[src/rtl/mem_burst_pkg.sv]
// Shared types and constants for the memory burst master.
// Contents: FSM state enum, default address/data widths, legal read-latency
// range, read-latency counter width and statistics counter width.
package mem_burst_pkg;

    localparam int unsigned AW_DEF     = 4;
    localparam int unsigned DW_DEF     = 8;
    localparam int unsigned RD_LAT_MIN = 1;
    localparam int unsigned RD_LAT_MAX = 3;
    localparam int unsigned LAT_W      = $clog2(RD_LAT_MAX + 1);
    localparam int unsigned STAT_W     = 16;

    typedef enum logic [2:0] {
        IDLE,
        WR,
        RD_ISSUE,
        RD_WAIT,
        RD_HOLD
    } state_t;

endpackage

[src/rtl/mem_burst_master_sat_counter.sv]
// Saturating event counter; sticks at all-ones instead of wrapping.
// Ports: clk, rst (async, active-high), inc (count one event this cycle),
//        count (current value, resets to 0).
module mem_sat_counter #(
    parameter int unsigned W = 16
) (
    input  logic         clk,
    input  logic         rst,
    input  logic         inc,
    output logic [W-1:0] count
);

    // Count events until every bit is set, then hold.
    always_ff @(posedge clk or posedge rst) begin
        if (rst) begin
            count <= '0;
        end else if (inc && (count != '1)) begin
            count <= count + W'(1);
        end
    end

endmodule

[src/rtl/mem_burst_master.sv]
// Burst initiator for a small synchronous memory. Takes burst commands on a
// valid/ready channel, streams write beats into the memory write port and
// streams read beats out of the memory read port.
// Ports:
//   clk, rst                        clock, async active-high reset
//   cmd_valid/ready/write/addr/len  burst command (len = beats - 1)
//   wr_valid/ready/data             write beat channel
//   rd_valid/ready/data/last        read beat channel (registered data/last)
//   busy                            a burst is in progress
//   mem_we/waddr/wdata              memory write port
//   mem_re/raddr/rdata              memory read port (RD_LAT cycle latency)
// Optional: define MEM_BURST_MASTER_STATS_EN to add saturating beat counters
//   stat_wr_beats / stat_rd_beats.
module mem_burst_master
    import mem_burst_pkg::*;
#(
    parameter int unsigned AW     = AW_DEF,
    parameter int unsigned DW     = DW_DEF,
    parameter int unsigned RD_LAT = 1
) (
    input  logic          clk,
    input  logic          rst,
    input  logic          cmd_valid,
    output logic          cmd_ready,
    input  logic          cmd_write,
    input  logic [AW-1:0] cmd_addr,
    input  logic [AW-1:0] cmd_len,
    input  logic          wr_valid,
    output logic          wr_ready,
    input  logic [DW-1:0] wr_data,
    output logic          rd_valid,
    input  logic          rd_ready,
    output logic [DW-1:0] rd_data,
    output logic          rd_last,
    output logic          busy,
    output logic          mem_we,
    output logic [AW-1:0] mem_waddr,
    output logic [DW-1:0] mem_wdata,
    output logic          mem_re,
    output logic [AW-1:0] mem_raddr,
    input  logic [DW-1:0] mem_rdata
`ifdef MEM_BURST_MASTER_STATS_EN
    ,
    output logic [STAT_W-1:0] stat_wr_beats,
    output logic [STAT_W-1:0] stat_rd_beats
`endif
);

    state_t           state_q, state_d;
    logic [AW-1:0]    addr_q, addr_d;
    logic [AW-1:0]    cnt_q, cnt_d;
    logic [LAT_W-1:0] lat_q, lat_d;
    logic [DW-1:0]    rd_data_d;
    logic             rd_valid_d;
    logic             rd_last_d;

    // State and datapath registers.
    always_ff @(posedge clk or posedge rst) begin
        if (rst) begin
            state_q  <= IDLE;
            addr_q   <= '0;
            cnt_q    <= '0;
            lat_q    <= '0;
            rd_data  <= '0;
            rd_valid <= 1'b0;
            rd_last  <= 1'b0;
        end else begin
            state_q  <= state_d;
            addr_q   <= addr_d;
            cnt_q    <= cnt_d;
            lat_q    <= lat_d;
            rd_data  <= rd_data_d;
            rd_valid <= rd_valid_d;
            rd_last  <= rd_last_d;
        end
    end

    // Next state, datapath updates and the combinational handshake/memory strobes.
    // The memory strobes decode straight from the state register so that an
    // async reset drops them immediately.
    always_comb begin
        state_d    = state_q;
        addr_d     = addr_q;
        cnt_d      = cnt_q;
        lat_d      = lat_q;
        rd_data_d  = rd_data;
        rd_valid_d = rd_valid;
        rd_last_d  = rd_last;
        cmd_ready  = 1'b0;
        wr_ready   = 1'b0;
        mem_we     = 1'b0;
        mem_waddr  = addr_q;
        mem_wdata  = wr_data;
        mem_re     = 1'b0;
        mem_raddr  = addr_q;
        busy       = (state_q != IDLE);

        case (state_q)
            IDLE: begin
                cmd_ready = 1'b1;
                if (cmd_valid) begin
                    addr_d  = cmd_addr;
                    cnt_d   = cmd_len;
                    state_d = cmd_write ? WR : RD_ISSUE;
                end
            end
            WR: begin
                wr_ready = 1'b1;
                mem_we   = wr_valid;
                if (wr_valid) begin
                    addr_d = addr_q + AW'(1);
                    cnt_d  = cnt_q - AW'(1);
                    if (cnt_q == '0) begin
                        state_d = IDLE;
                    end
                end
            end
            RD_ISSUE: begin
                mem_re  = 1'b1;
                lat_d   = LAT_W'(RD_LAT);
                state_d = RD_WAIT;
            end
            RD_WAIT: begin
                // lat_q == 1 marks the cycle whose closing edge sees valid read data.
                lat_d = lat_q - LAT_W'(1);
                if (lat_q == LAT_W'(1)) begin
                    rd_data_d  = mem_rdata;
                    rd_last_d  = (cnt_q == '0);
                    rd_valid_d = 1'b1;
                    state_d    = RD_HOLD;
                end
            end
            RD_HOLD: begin
                if (rd_ready) begin
                    rd_valid_d = 1'b0;
                    if (cnt_q == '0) begin
                        state_d = IDLE;
                    end else begin
                        addr_d  = addr_q + AW'(1);
                        cnt_d   = cnt_q - AW'(1);
                        state_d = RD_ISSUE;
                    end
                end
            end
            default: begin
                state_d = IDLE;
            end
        endcase
    end

`ifdef MEM_BURST_MASTER_STATS_EN
    // Beat statistics: one write per mem_we cycle, one read per rd handshake.
    logic rd_beat_c;
    assign rd_beat_c = rd_valid & rd_ready;

    mem_sat_counter #(.W(STAT_W)) u_stat_wr (
        .clk   (clk),
        .rst   (rst),
        .inc   (mem_we),
        .count (stat_wr_beats)
    );

    mem_sat_counter #(.W(STAT_W)) u_stat_rd (
        .clk   (clk),
        .rst   (rst),
        .inc   (rd_beat_c),
        .count (stat_rd_beats)
    );
`endif

endmodule
[config.mk]
export PLATFORM = sky130hd
export DESIGN_NAME = mem_burst_master
export DESIGN_NICKNAME = d
export VERILOG_FILES = /design/src/rtl/mem_burst_pkg.sv /design/src/rtl/mem_burst_master_sat_counter.sv /design/src/rtl/mem_burst_master.sv
export SDC_FILE = /design/constraint.sdc
export NUM_CORES = 1
export LEC_CHECK = 0
export CAP_MARGIN = 15
export CORE_ASPECT_RATIO = 0.5
export CORE_MARGIN = 2
export CORE_UTILIZATION = 40
export DETAILED_ROUTE_END_ITERATION = 7
export PLACE_DENSITY_LB_ADDON = 0.05
export SETUP_SLACK_MARGIN = 0.2
export SLEW_MARGIN = 20
export SYNTH_ARGS = -nofsm -noshare
export SYNTH_HDL_FRONTEND = slang
export SYNTH_SLANG_ARGS = --single-unit
[constraint.sdc]
create_clock -name clk -period 2.1 [get_ports clk]
set_clock_uncertainty 0.15 [all_clocks]
set_input_delay 0.21 -clock clk [delete_from_list [all_inputs] [get_ports clk]]
set_output_delay 0.21 -clock clk [all_outputs]
set_load 0.1 [all_outputs]
==> results of run 1 <==
## registers in the layout (all words and copies together), names as in the netlist
| register | flops |
|---|---|
| cnt_q | 4 |
| lat_q | 2 |
| mem_raddr | 4 |
| rd_data | 8 |
| rd_last | 1 |
| rd_valid | 1 |
| state_q | 3 |
## cell usage in the layout, fill, tap and decap left out, types with 2 or more instances in the layout
master,count
nor4b_1,2
nor3_4,2
o22ai_1,2
clkdlybuf4s50_1,21
mux2_1,4
mux2i_1,3
a21oi_1,6
a31oi_1,2
nor2_1,2
nor3_1,2
ha_1,2
dfrtp_2,3
nor2_2,2
clkbuf_8,3
buf_4,31
dfrtp_1,20
o2bb2ai_1,2
buf_12,5
mux2_2,5
o21ai_0,4
inv_1,9
nand2_1,6
o21ai_1,5
nand3_1,6
## cell type report
class	count	area, µm²	area share (%)
Timing Repair Buffer	57	543.0	29.17
Tap cell	40	50.05	2.688
Sequential cell	23	579.3	31.12
Multi-Input combinational cell	76	600.6	32.26
Inverter	11	43.79	2.352
Clock buffer	4	45.04	2.419
## routing by layer
metal / part of all wire, % / up-vias / GRT usage [%]
li1: - / 528 / -
met2: 45 / 33 / 28.64
met3: 7.4 / 4 / 4.381
met1: 47 / 527 / 19.09
met4: 0.73 / 0 / 2.258
met5: 0 / - / 0
## how the worst max path moves through the flow
stage / startpoint / end / slack, ps / cells after the start
after detailed placement: cnt_q[0] / cnt_q[0] / 150 / 6
final: state_q[2] / mem_we / 270 / 4
after global routing: state_q[2] / mem_we / 200 / 4
after floorplan: state_q[2] / busy / -390 / 3
after global placement: rd_ready / cnt_q[3] / 170 / 5
after CTS: cnt_q[0] / mem_raddr[3] / 160 / 6
## critical path, stage by stage (launching register included)
cell and delay, ps:
dfrtp_2 450, buf_4 190, nor2_4 180, and3_2 230, buf_12 170
## cell families (layout without fill, tap and decap cells)
| group | Yosys count | after routing | share of synthesized area [%] |
|---|---|---|---|
| XOR/XNOR | 1 | 1 | 0.6898 |
| flip-flops | 23 | 23 | 45.32 |
| AO/OA/AOI/OAI | 29 | 30 | 15.08 |
| AND/OR/NAND/NOR | 30 | 30 | 13.20 |
| adder cells (fa/ha/maj) | 3 | 3 | 2.956 |
| buffers and inverters | 29 | 72 | 12.41 |
| multiplexers | 12 | 12 | 10.34 |
## stage by stage
step / instance area [µm²] / setup slack, ps
finish: 1862 / 265.6
detailed placement: 1738 / 147.1
global route: 1862 / 204.5
CTS: 1787 / 162.8
floorplan: 1311 / -388.6
global placement: 1738 / 174.6
## timing repair
action / CTS / global route
buffers inserted: 0 / 5
cloned: 0 / 1
endpoints found under the setup margin: 8 / 19
pin swaps: 0 / 2
resized for setup: 2 / 8
==> results.md, run 1 <==
* Status: finished clean
* DP Cell Count at approximately 200
* Setup_tns at 0 ps
* # setup viols final at 0
* Total track usage at between 15 and 20%
* CP Class: reg -> out
* Setup crit start kind: register
* Nature of the critical path endpoint: output pin
* Clk buf depth at 2
* Worst R2R End: cnt_q[0]
* Number of port buffers at 44
* DR pass1 iterations at 4
* Cell area after synthesis at 1270 µm²
* Clock transition at the registers of the reported paths at 80 ps
* Routed len/inst at 13.02 µm
* Post-synth cell types at 36
* Arr. time, crit path at about 1500 ps
* Post-synth top cells: dfrtp_1 (23), buf_4 (12), inv_1 (11)
* Final Max Tran Viols at 0
* Worst R2R Setup Slack at around 290 ps
* Top-area cell type share of the netlist area at between 40% and 50%
* Die height at 43.85 µm
* WP data required at between 1500 and 2000 ps
* Ranking of synthesized cells by area: dfrtp_1 (45%), buf_4 (7.1%), mux2_2 (4.4%)
* Core Rows at 14
* Hold WS at ~130 ps
* Worst-skew pair later-pin latency at around 260 ps
* Post-Route WL at 2747 µm
* Hold crit path type: in -> async
* Synth Net Count at 160
* GRT overflow at 0
* Syn-to-layout area delta at 46.60%
* CTS Buf Count at 3
* Initial antenna violation count at 0
* # clock sinks at 23
* Post-synth ARST share at 100.0%
* Nets at roughly 210
* Final worst path period share at 87.35%
* Core area at 3013 µm²
* Root buffer cell: clkbuf_8
* Ys flop type: dfrtp_1
* Seq/Total Area, Yosys at between 40% and 50%
* Warnings, synthesis at 0
* Drt drc at 0
* Max_cap viols at 0
* Worst-margin pin slew at roughly 420 ps
* Cells after Synth at 127
* Final Hold Viols at 0
* Minimum clock period after layout at roughly 1800 ps
* Final std cells w/o fill at between 200 and 250
* FF+latch count, synth at 23
* Post-synth EDFFs at 0
* Leading area contributor after synthesis: dfrtp_1
* Initial Util at between 40 and 50%
* Fmax at approximately 550 MHz
* RSZ-0062 raised after global routing: false
* Relative slew margins at a little under three quarters
* Critical-path maximum fanout at 6
* Reg2reg start: cnt_q[0]
* Top-count cell post-synth: dfrtp_1
* Vias at 1092
* Final HPWL DP at 2010 µm
* Fillers at between 200 and 300
* RePlAce Congestion at roughly 0.81
* Die area at 3669 µm²
* Largest net degree at the start of global routing at 24
* First-pass GRT wire length at ~4600 µm
* Share of layout cells above drive strength 1 at between 30% and 40%
* Die Width at roughly 84 µm
* Vias in the first global route at about 1.0k
* # hold bufs at CTS at 0
* R2R depth at 6
* CTS tree: done
* Mapped Avg Cell Area at around 10 µm²
* H-tree Lvls at 1
* Initial DRC Count at 22
* Final ANT Viol Nets at 0
* Antenna Cells at 0
* Top Ports at 61
* Vias/cell at about 5.2
* Layout Utilization at 61.79%
Power of run 1 is not shown: default switching activity piles up to over one toggle a cycle in this logic, so the estimate is an artifact.
==> inputs of run 2 (changes only) <==
--- a/config.mk
+++ b/config.mk
@@ -10,6 +10,7 @@
 export CORE_MARGIN = 2
 export CORE_UTILIZATION = 40
 export DETAILED_ROUTE_END_ITERATION = 7
+export GPL_TIMING_DRIVEN = 0
 export PLACE_DENSITY_LB_ADDON = 0.05
 export SETUP_SLACK_MARGIN = 0.2
 export SLEW_MARGIN = 20
==> run 2 against run 1 <==
Net effect:
- non-clock buffer count increased by 18
- global-route usage is 1.7 points higher
- die area stayed put
- maximum frequency is 2.3% lower
- sequential share of layout area decreased by 2.5 points
==> results.md, run 2 (synthesis gave the netlist of run 1 again) <==
* Die height at 43.85 µm (unchanged)
* Placed Instance Area at 1882 µm² (was 1738 µm²)
* H-tree Lvls at 1 (unchanged)
* CP Launch Point: cnt_q[1] (was state_q[2])
* Area occupied by multi-input gates at 618.1 µm² (was 600.6 µm²)
* # setup viols final at 0 (unchanged)
* Root buffer cell: clkbuf_8 (unchanged)
* Commonest cells after routing, fill and taps aside: clkdlybuf4s50_1 (29), dfrtp_1 (22), buf_4 (20) (was buf_4 (31), clkdlybuf4s50_1 (21), dfrtp_1 (20))
* Fin area at 2018 µm² (was 1862 µm²)
* Slowest stage delay, CP at 410 ps (was 450 ps)
* Most common cell after layout, fill and taps aside: clkdlybuf4s50_1 (was buf_4)
* Max_cap viols at 0 (unchanged)
* Final HPWL DP at 2172 µm (was 2010 µm)
* Fmax at 532.6 MHz (was 545.1 MHz)
* Routed len/inst at 13.32 µm (was 13.02 µm)
* Syn-to-layout area delta at 58.92% (was 46.60%)
* Total track usage at 17.26% (was 15.54%)
* GRT overflow at 0 (unchanged)
* Core area at 3013 µm² (unchanged)
* Crit-path slowest cell: or3b_4 (was dfrtp_2)
* Hold WS at 290.8 ps (was 132.7 ps)
* Critical-path maximum fanout at 5 (was 6)
* CTS Buf Count at 3 (unchanged)
* Vias/cell at 5.004 (was 5.175)
* Nets at 222 (was 205)
* Post-Route WL at 3037 µm (was 2747 µm)
* Worst-margin pin slew at 973.3 ps (was 425.0 ps)
* CP top delay family: simple AND/OR/NAND/NOR gates (was flip-flops)
* CP Class: reg -> reg (was reg -> out)
* Max reg flops at 8 (unchanged)
* Vias in the first global route at 1086 (was 1033)
* Final ANT Viol Nets at 0 (unchanged)
* Initial DRC Count at 20 (was 22)
* Arr. time, crit path at 1880 ps (was 1470 ps)
* Number of port buffers at 52 (was 44)
* Core Rows at 14 (unchanged)
* Initial Util at 42.15% (unchanged)
* Relative slew margins at 34.91% (was 71.46%)
* Initial antenna violation count at 0 (unchanged)
* CTS tree: done (unchanged)
* Top reg by flops: rd_data (unchanged)
* Fillers at 250 (was 268)
* Final Hold Viols at 0 (unchanged)
* Final worst path period share at 89.40% (was 87.35%)
* Clk buf depth at 2 (unchanged)
* R2R depth at 7 (was 6)
* Antenna Cells at 0 (unchanged)
* Largest net degree at the start of global routing at 24 (unchanged)
* Clock transition at the registers of the reported paths at 80 ps (about the same)
* Die Width at 83.69 µm (unchanged)
* Reg2reg start: cnt_q[1] (was cnt_q[0])
* Hold crit path type: in -> async (unchanged)
* Final Max Tran Viols at 0 (unchanged)
* Top Ports at 61 (unchanged)
* Nature of the critical path endpoint: register (was output pin)
* Share of layout cells above drive strength 1 at 34.57% (was 35.67%)
* Drt drc at 0 (unchanged)
* CP bufs+invs at 2 (unchanged)
* WP data required at 2100 ps (was 1740 ps)
* Vias at 1141 (was 1092)
* Reg area at 576.8 µm² (was 579.3 µm²)
* Setup_tns at 0 ps (unchanged)
* # clock sinks at 23 (unchanged)
* RePlAce Congestion at 0.7476 (was 0.8062)
* DR pass1 iterations at 4 (unchanged)
* First-pass GRT wire length at 4954 µm (was 4567 µm)
* Minimum clock period after layout at 1877 ps (was 1834 ps)
* Setup crit start kind: register (unchanged)
* Status: finished clean (unchanged)
* CP cell instances: inv_2 > ha_4 > or3b_4 > a32o_2 > buf_4 > o21ai_1 > mux2i_1 (was buf_4 > nor2_4 > and3_2 > buf_12)
* Die area at 3669 µm² (unchanged)
* RSZ-0062 raised after global routing: true (was false)
* Worst-skew pair later-pin latency at 260 ps (about the same)
* Crit path depth at 7 (was 4)
-- run 2: changes by cell type in the layout (fill, tap and decap cells not counted), moves of 5 or more --
cell	before	now
dlygate4sd2_1	0	9
clkdlybuf4s50_1	21	29
buf_12	5	0
buf_4	31	20
clkdlybuf4s15_2	0	6
-- run 2: per-layer routing --
metal / up-vias / global-route usage [%] / part of all wire, %
met3: 4 / 7.429 / 9.3
met4: 0 / 2.903 / 0.82
met5: - / 0 / 0
met1: 523 / 21.36 / 43
met2: 44 / 29.28 / 47
li1: 570 / - / -
-- run 2: area by class of cell --
cell class                 instances  share of cell area, %
multi-input combinational         75                  30.63
sequential                        23                  28.58
timing repair buffer              57                  26.91
buffer                            18                  6.944
tap                               40                  2.480
inverter                          11                  2.170
clock buffer                       3                  2.046
clock inverter                     1                 0.2480
-- run 2: worst paths after layout --
| kind | slack (ps) | endpoint |
|---|---|---|
| max in group asynchronous | 900 | state_q[1] |
| max reg2reg | 220 | mem_raddr[0] |
| min | 290 | rd_data[3] |
| min in group clk | 340 | rd_data[3] |
| max | 220 | mem_raddr[0] |
| min reg2reg | 340 | rd_data[3] |
-- run 2: stage by stage --
step	util, %	setup WS, ps	std cells
floorplan	-	-388.6	127
global placement	62.46	-442.0	219
detailed placement	62.46	-436.7	219
CTS	64.37	182.1	225
global route	66.99	168.2	228
finish	66.99	222.6	228
-- run 2: what timing repair did --
| item | CTS | global route |
|---|---|---|
| pin swaps | 0 | 3 |
| setup endpoints to repair | 31 | 16 |
| buffers inserted | 2 | 2 |
| gates cloned | 0 | 1 |
| resized for setup | 67 | 23 |
| endpoints found under the hold margin | 0 | 0 |
| hold buffers | 0 | 0 |
Power of run 2 is left out for the same reason.
==> inputs of run 3 (changes only) <==
--- a/config.mk
+++ b/config.mk
@@ -7,7 +7,6 @@
 export LEC_CHECK = 0
 export CAP_MARGIN = 15
 export CORE_ASPECT_RATIO = 0.5
-export CORE_MARGIN = 2
 export CORE_UTILIZATION = 40
 export DETAILED_ROUTE_END_ITERATION = 7
 export GPL_TIMING_DRIVEN = 0
==> run 3 against run 2 <==
Net effect:
- flip-flop and latch count unchanged
- via count increased by 1.4%
- wire length increased by 2.3%
- die area decreased by 6.8%
- first-iteration DRC count decreased by 10%
- register-to-register slack got worse by 50 ps
- cell count increased by 0.88%
- sequential share of layout area decreased by 0.54 points
- maximum frequency decreased by 2.4%
- utilization increased by 1.3 points
- count of clock-buffer cells in the layout unchanged
- highest routed layer unchanged
==> results.md, run 3 (synthesis gave the netlist of run 1 again) <==
* Status: finished clean (unchanged)
* Vias at 1157 (was 1141)
* Initial Util at 42.15% (unchanged)
* Final WS setup at 177.1 ps (was 222.6 ps)
* RSZ-0062 raised after global routing: true (unchanged)
* CP bufs+invs at 2 (unchanged)
* Die area at 3418 µm² (was 3669 µm²)
* WP data required at 2130 ps (was 2100 ps)
* Vias/cell at 5.030 (was 5.004)
* Antenna Cells at 0 (unchanged)
* Dpl ws at -443.4 ps (was -436.7 ps)
* Fmax at 520.0 MHz (was 532.6 MHz)
* Total track usage at 18.56% (was 17.26%)
* R2R depth at 7 (unchanged)
* Layout Utilization at 68.27% (was 66.99%)
* CP top delay family: compound AO/OA/AOI/OAI gates (was simple AND/OR/NAND/NOR gates)
* Share of layout cells above drive strength 1 at 35.26% (was 34.57%)
* First-pass GRT wire length at 4733 µm (was 4954 µm)
* Worst R2R End: mem_raddr[3] (was mem_raddr[0])
* Vias in the first global route at 1115 (was 1086)
* Post-Route WL at 3106 µm (was 3037 µm)
* Setup crit start kind: register (unchanged)
* H-tree Lvls at 1 (unchanged)
* Nets at 224 (was 222)
* Largest net degree at the start of global routing at 24 (unchanged)
* Clk buf depth at 2 (unchanged)
* DR pass1 iterations at 4 (unchanged)
* Fillers at 250 (unchanged)
* Max reg flops at 8 (unchanged)
* Minimum clock period after layout at 1923 ps (was 1877 ps)
* Worst-skew pair later-pin latency at 270 ps (was 260 ps)
* Clock transition at the registers of the reported paths at 90 ps (was 80 ps)
* Most common cell after layout, fill and taps aside: clkdlybuf4s50_1 (unchanged)
* # clock sinks at 23 (unchanged)
* Crit-path slowest cell: or3b_4 (unchanged)
* Commonest cells after routing, fill and taps aside: clkdlybuf4s50_1 (29), dfrtp_1 (22), buf_4 (20) (unchanged)
* Syn-to-layout area delta at 61.97% (was 58.92%)
* Core area at 3013 µm² (unchanged)
* Die Width at 81.69 µm (was 83.69 µm)
* Top Ports at 61 (unchanged)
* Die height at 41.85 µm (was 43.85 µm)
* Hold WS at 276.2 ps (was 290.8 ps)
* Arr. time, crit path at 1960 ps (was 1880 ps)
* Root buffer cell: clkbuf_8 (unchanged)
* Nature of the critical path endpoint: register (unchanged)
* Core Rows at 14 (unchanged)
* CP Launch Point: cnt_q[1] (unchanged)
* Initial DRC Count at 18 (was 20)
* CP cell instances: inv_2 > ha_4 > or3b_4 > a32oi_4 > buf_12 > a21oi_2 > o22ai_1 (was inv_2 > ha_4 > or3b_4 > a32o_2 > buf_4 > o21ai_1 > mux2i_1)
* Final HPWL DP at 2178 µm (was 2172 µm)
* Drt drc at 0 (unchanged)
* Final worst path period share at 91.57% (was 89.40%)
* Setup_tns at 0 ps (unchanged)
* RePlAce Congestion at 0.7435 (was 0.7476)
* GRT overflow at 0 (unchanged)
* Final Hold Viols at 0 (unchanged)
* Max_cap viols at 0 (unchanged)
* Worst-margin pin slew at 970.3 ps (was 973.3 ps)
* CTS tree: done (unchanged)
* Number of port buffers at 52 (unchanged)
* Initial antenna violation count at 0 (unchanged)
* CP Class: reg -> reg (unchanged)
* Critical-path maximum fanout at 7 (was 5)
* Relative slew margins at 35.11% (was 34.91%)
* Reg2reg start: cnt_q[1] (unchanged)
* Top reg by flops: rd_data (unchanged)
* CTS Buf Count at 3 (unchanged)
* Routed len/inst at 13.50 µm (was 13.32 µm)
* Slowest stage delay, CP at 410 ps (about the same)
* # setup viols final at 0 (unchanged)
* Final ANT Viol Nets at 0 (unchanged)
* Hold crit path type: in -> async (unchanged)
* Final Max Tran Viols at 0 (unchanged)
* Worst R2R Setup Slack at 180 ps (was 220 ps)
[run 3: changes by cell type in the layout (fill, tap and decap cells not counted), moves of 2 or more]
cell / before / now
a21oi_2: 0 / 3
a21oi_1: 6 / 3
nand3_2: 2 / 0
nand3_1: 5 / 7
[run 3: layer usage]
layer | track usage [%] | up-vias | share of wire [%]
met4 | 3.158 | 0 | 0.19
met2 | 32.67 | 41 | 49
met1 | 21.49 | 548 | 44
met5 | 0 | - | 0
li1 | - | 566 | -
met3 | 7.473 | 2 | 7.4
[run 3: how the worst max path moves through the flow]
| stage | to | slack, ps | cells past startpoint |
|---|---|---|---|
| floorplan | busy | -390 | 3 |
| global placement | mem_we | -450 | 4 |
| detailed placement | mem_we | -440 | 4 |
| CTS | mem_raddr[3] | 120 | 6 |
| global route | mem_raddr[3] | 140 | 7 |
| finish | mem_raddr[3] | 180 | 7 |
[run 3: metrics by stage]
step                      cell area [µm²]  cells
final                                2057    230
after global routing                 2057    230
after CTS                            1942    225
after detailed placement             1882    219
after global placement               1882    219
after floorplan                      1311    127
[run 3: timing repair]
item	4_1_cts	5_1_grt
setup endpoints to repair	31	14
setup buffers	2	4
hold buffers	0	0
pin swaps	0	6
gates resized for setup	68	24
gates cloned	0	1
[run 3: area by class of cell]
cell class | instances | area [µm²] | area share (%)
Buffer | 18 | 140.1 | 6.813
Clock inverter | 1 | 7.507 | 0.3650
Sequential cell | 23 | 576.8 | 28.04
Clock buffer | 3 | 41.29 | 2.007
Inverter | 11 | 43.79 | 2.129
Multi-Input combinational cell | 75 | 615.6 | 29.93
Timing Repair Buffer | 59 | 581.8 | 28.28
Tap cell | 40 | 50.05 | 2.433
Power of run 3 is left out for the same reason.
